<file path="src/rtl/timestamp_pkg.sv">
// Shared constants for the timestamp counter and capture path.
package timestamp_pkg;

  localparam int unsigned TS_W      = 64;
  localparam int unsigned DEPTH_DEF = 8;
  localparam int unsigned DROP_W    = 8;

  localparam logic [DROP_W-1:0] DROP_MAX = '1;

endpackage

</file>
<file path="src/rtl/sync_edge_detect.sv">
// Two-flop synchroniser plus history flop; emits a one-cycle pulse per synchronised rising edge.
module sync_edge_detect (
  input  logic clk_i,
  input  logic rst_i,
  input  logic evt_i,
  output logic rise_o
);

  logic       s1_q, s1_d;
  logic       s2_q, s2_d;
  logic       s3_q, s3_d;
  logic [2:0] vld_q, vld_d;

  always_comb begin
    s1_d  = evt_i;
    s2_d  = s1_q;
    s3_d  = s2_q;
    vld_d = {vld_q[1:0], 1'b1};
  end

  always_ff @(posedge clk_i or posedge rst_i) begin
    if (rst_i) begin
      s1_q  <= 1'b0;
      s2_q  <= 1'b0;
      s3_q  <= 1'b0;
      vld_q <= '0;
    end else begin
      s1_q  <= s1_d;
      s2_q  <= s2_d;
      s3_q  <= s3_d;
      vld_q <= vld_d;
    end
  end

  // Only flag an edge once s2 and s3 both hold real samples, so a line high at reset release is
  // not mistaken for a rising edge.
  assign rise_o = s2_q & ~s3_q & vld_q[2];

endmodule

</file>
<file path="src/rtl/timestamp_capture.sv">
// Captures count_in on each synchronised evt_in rising edge into a FWFT FIFO with drop tracking.
module timestamp_capture
  import timestamp_pkg::*;
#(
  parameter int unsigned DEPTH    = DEPTH_DEF,
  parameter int unsigned TS_WIDTH = TS_W
) (
  input  logic                     clk,
  input  logic                     rst,
  input  logic [TS_WIDTH-1:0]      count_in,
  input  logic                     evt_in,
  input  logic                     rd_en,
  input  logic                     clear_ovf,
  output logic [TS_WIDTH-1:0]      ts_out,
  output logic                     empty,
  output logic                     full,
  output logic [$clog2(DEPTH):0]   level,
  output logic                     overflow,
  output logic [DROP_W-1:0]        drop_count
);

  localparam int unsigned PtrW = $clog2(DEPTH);
  localparam int unsigned LvlW = $clog2(DEPTH) + 1;

  logic [TS_WIDTH-1:0] mem_q [DEPTH];
  logic [PtrW-1:0]     wr_ptr_q, wr_ptr_d;
  logic [PtrW-1:0]     rd_ptr_q, rd_ptr_d;
  logic [LvlW-1:0]     level_q, level_d;
  logic                overflow_q, overflow_d;
  logic [DROP_W-1:0]   drop_q, drop_d;
  logic                rise, do_pop, do_push, do_drop;

  sync_edge_detect u_sync (
    .clk_i  (clk),
    .rst_i  (rst),
    .evt_i  (evt_in),
    .rise_o (rise)
  );

  assign empty = (level_q == '0);
  assign full  = (level_q == LvlW'(DEPTH));

  always_comb begin
    do_pop  = rd_en & ~empty;
    do_push = rise & (~full | do_pop);
    do_drop = rise & full & ~do_pop;

    wr_ptr_d = wr_ptr_q + PtrW'(do_push);
    rd_ptr_d = rd_ptr_q + PtrW'(do_pop);

    level_d = level_q;
    if (do_push && !do_pop) begin
      level_d = level_q + LvlW'(1);
    end else if (do_pop && !do_push) begin
      level_d = level_q - LvlW'(1);
    end

    // A drop in the same cycle as clear_ovf wins: the clear is absorbed and this drop is counted.
    overflow_d = overflow_q;
    drop_d     = drop_q;
    if (do_drop) begin
      overflow_d = 1'b1;
      if (clear_ovf) begin
        drop_d = DROP_W'(1);
      end else if (drop_q != DROP_MAX) begin
        drop_d = drop_q + DROP_W'(1);
      end
    end else if (clear_ovf) begin
      overflow_d = 1'b0;
      drop_d     = '0;
    end
  end

  always_ff @(posedge clk or posedge rst) begin
    if (rst) begin
      wr_ptr_q   <= '0;
      rd_ptr_q   <= '0;
      level_q    <= '0;
      overflow_q <= 1'b0;
      drop_q     <= '0;
    end else begin
      wr_ptr_q   <= wr_ptr_d;
      rd_ptr_q   <= rd_ptr_d;
      level_q    <= level_d;
      overflow_q <= overflow_d;
      drop_q     <= drop_d;
    end
  end

  // Storage is deliberately left out of reset; it is only observable through ts_out when non-empty.
  always_ff @(posedge clk) begin
    if (do_push) begin
      mem_q[wr_ptr_q] <= count_in;
    end
  end

  assign ts_out     = mem_q[rd_ptr_q];
  assign level      = level_q;
  assign overflow   = overflow_q;
  assign drop_count = drop_q;

endmodule

</file>
<file path="config.mk">
export PLATFORM = sky130hd
export DESIGN_NAME = timestamp_capture
export DESIGN_NICKNAME = d
export VERILOG_FILES = /design/src/rtl/timestamp_pkg.sv /design/src/rtl/sync_edge_detect.sv /design/src/rtl/timestamp_capture.sv
export SDC_FILE = /design/constraint.sdc
export NUM_CORES = 1
export LEC_CHECK = 0
export CORE_ASPECT_RATIO = 1.75
export CORE_MARGIN = 4
export CORE_UTILIZATION = 60
export CTS_BUF_LIST = sky130_fd_sc_hd__clkbuf_4
export DETAILED_ROUTE_END_ITERATION = 12
export PLACE_DENSITY = 0.81
export SYNTH_ARGS = -nofsm -noshare
export SYNTH_HDL_FRONTEND = slang
export SYNTH_SLANG_ARGS = --single-unit
</file>
<file path="constraint.sdc">
create_clock -name clk -period 12.15 [get_ports clk]
set_clock_uncertainty 0.05 [all_clocks]
set_input_delay 3.0375 -clock clk [delete_from_list [all_inputs] [get_ports clk]]
set_output_delay 3.0375 -clock clk [all_outputs]
set_load 0.05 [all_outputs]
</file>
==> results.ini <==
[worst_setup_path]
worst-path-buf-inv=2
worstPathArrival_ps=4250
path_class=flop to primary output
slowest_delay_ps=1020
r2r_cells=5
ff2ff_setup_slack_ps=8880
timing.rr.start=level[0]$_DFFE_PP0P_
reg2reg_to=mem_q[5][43]$_DFFE_PP_
cp_max_fo=69
worst_setup_path_start_kind=flop
crit_required_ps=9060
slowest_stage=dfrtp_4
crit_chain=buf_4 > mux4_2 > mux2_2 > clkdlybuf4s50_1
end_kind=primary output
path_delay_family=buffers and inverters

[cells_and_area]
fill_cells=2046
num-nets-final=1169
drive_above_1_share_pct=32.6
design_area_mm2=0.0238
final_core_util_pct=70.8
finalNonFillerCells=1637
area_growth_pct=16.9

[clocking]
cts_tree=done
clockRootBuffer=clkbuf_4
cts_resized=0
cts.clk_slew.worst_paths_ps=70
clockBufferDepth=3
post_cts_buffers=0
hold_buffers=0
htree_levels=3
numCtsBuffers=109
clk_latency_ps=790
clock_sinks=537

[power_and_ir_drop]
combPwrFrac_pct=36.7
p_sw_w=0.00189
intPower_w=0.00359
peakVddDrop_mv=0.221
leakagePower_nw=7.65
power_frac_clock_pct=22.5
swShare_pct=34.5
p_seq_share_pct=40.8
powerDensity_mw_per_mm2=230

[timing]
final-max-slew-violation-count=0
hold_violations=0
max-slew-margin-rel_pct=26.9
setup_viol=0
fin_crit_sh_pct=60.4
hold_slack_ps=300
tns_ps=0
tightest_slew_ps=1100
rsz0062_at_grt=false
timing.fmax_mhz=136
min_period_ps=7330

[placed_design]
port_buffers=147
postPlaceCellArea_mm2=0.0225
post-place-cells=1435
dp_hpwl_um=21000
gp_congestion=0.743

[hold_path]
min-delay-start=u_sync.s1_q$_DFF_PP0_
hold-path-cell-count=0
whs_endpoint=u_sync.s2_q$_DFF_PP0_
hold_path.class=flop to flop

[synth]
yosys.area.top_type=edfxtp_1
synth.area.top_cells=edfxtp_1, mux4_2, mux2_2
synthArstFlopShare_pct=4.66
synthesis.area_mm2=0.0204
synth_top_area_share_pct=75.4
synth-edff-count=512
ys.flop_type=edfxtp_1
ys_ff_latch=537
ys_types=43
yosys_warnings=0
synth_fp_nets=932
synthTopCellsByCount=edfxtp_1, mux4_2, mux2_2
avgSynthCellArea_um2=23.9
synth_most_common_cell=edfxtp_1
synthCells=854
seq_area_frac_synth_pct=78.5

[floorplanning]
ios=148
die_area_mm2=0.0371
rows=89
coreArea_mm2=0.0336
die_h_um=252
start_util_pct=60.6
die_w_um=147

[grt]
grtUsageTotal_pct=21.5
antenna_found_initial=5
grt_max_degree=70
grt_pass1_wl_um=59900
first_global_vias=10500
grt_overflow=0

[drt]
firstDrtPassIters=5
drc=0
wire_per_inst_um=23.3
vias=9498
drt_iter0_markers=655
vias_per_cell=5.80
final_antenna_net_count=0
wirelength_um=38200

[flow_run]
max_cap_viol_count=0

[outcome]
status=finished clean

-- worst max path at each step --
stage / start / to / slack, ps / depth (start not counted)
after floorplan: rd_en / mem_q[0][0]$_DFFE_PP_ / 3730 / 4
after global placement: rd_ptr_q[1]$_DFF_PP0_ / ts_out[5] / 5580 / 4
after detailed placement: rd_ptr_q[1]$_DFF_PP0_ / ts_out[5] / 5580 / 4
after CTS: rd_ptr_q[1]$_DFF_PP0_ / ts_out[5] / 4690 / 4
after global routing: rd_ptr_q[0]$_DFF_PP0_ / ts_out[5] / 4540 / 4
final: rd_ptr_q[1]$_DFF_PP0_ / ts_out[4] / 4820 / 4
-- cell type report --
cell class                      count  area [um2]  area share, %
Clock buffer                      146        1100           4.60
Timing Repair Buffer              163        1590           6.68
Inverter                            5        18.8         0.0788
Antenna cell                        5        12.5         0.0525
Tap cell                          455         569           2.39
Multi-Input combinational cell    275        4260           17.9
Sequential cell                   537       16000           67.2
Clock inverter                     51         254           1.07
-- power groups by stage --
stage          Sequential, W  Combinational, W  Clock [W]
2_1_floorplan        0.00221           0.00151          0
3_3_place_gp         0.00228           0.00202          0
3_5_place_dp         0.00228           0.00204          0
4_1_cts              0.00224           0.00205    0.00127
5_1_grt              0.00225           0.00212    0.00138
6_report             0.00224           0.00201    0.00123
-- registers in the layout, summed over array words and instances (netlist names) --
register      count
overflow          1
wr_ptr_q          3
u_sync.s2_q       1
drop_count        8
mem_q           512
rd_ptr_q          3
u_sync.vld_q      3
level             4
u_sync.s3_q       1
u_sync.s1_q       1
-- stage by stage --
step	power, W	setup slack, ps
2_1_floorplan	0.00373	3730
3_3_place_gp	0.00430	5580
3_5_place_dp	0.00432	5580
4_1_cts	0.00556	4690
5_1_grt	0.00575	4540
6_report	0.00548	4820
-- worst reg2reg max path, cell delays in order (launching register included) --
cell     delay [ps]
dfrtp_1         520
nor4b_4         140
a21oi_1         330
nand2_1         300
nor2_4          850
buf_4           650
-- logic make-up (layout without fill, tap and decap cells) --
family,Yosys count,after routing,synth area share [%]
flops,537,537,78.5
mux,193,193,17.7
simple gates,46,46,1.33
buf+inv,42,365,0.853
compound gates,22,22,0.792
fa+ha+maj,9,9,0.589
xor+xnor,4,4,0.172
other cells,1,6,0.0184
-- routing by layer --
| metal | global-route usage [%] | vias up | part of all wire, % |
|---|---|---|---|
| met1 | 27.0 | 4964 | 38 |
| met2 | 37.6 | 285 | 55 |
| li1 | - | 4191 | - |
| met5 | 0 | - | 0.071 |
| met4 | 7.01 | 4 | 1.8 |
| met3 | 4.94 | 54 | 5.3 |
-- cells in the final DEF, fill, tap and decap left out, drive strengths merged, types with 2 or more instances in the layout --
cell type      count
o21ai              3
nor2b              2
dfrtp             25
clkdlybuf4s50    147
clkbuf           146
nor3               6
mux4             128
inv                7
nor4               2
nand4              2
nand2b             3
ha                 8
xor2               2
diode              5
clkinv            47
nor4b              2
nor2              11
bufinv             2
buf               16
a31oi              3
xnor2              2
a21oi              6
mux2              65
a211oi             2
nand2              7
edfxtp           512
nand3              3
No activity file was read; power rests on OpenSTA's default activity.
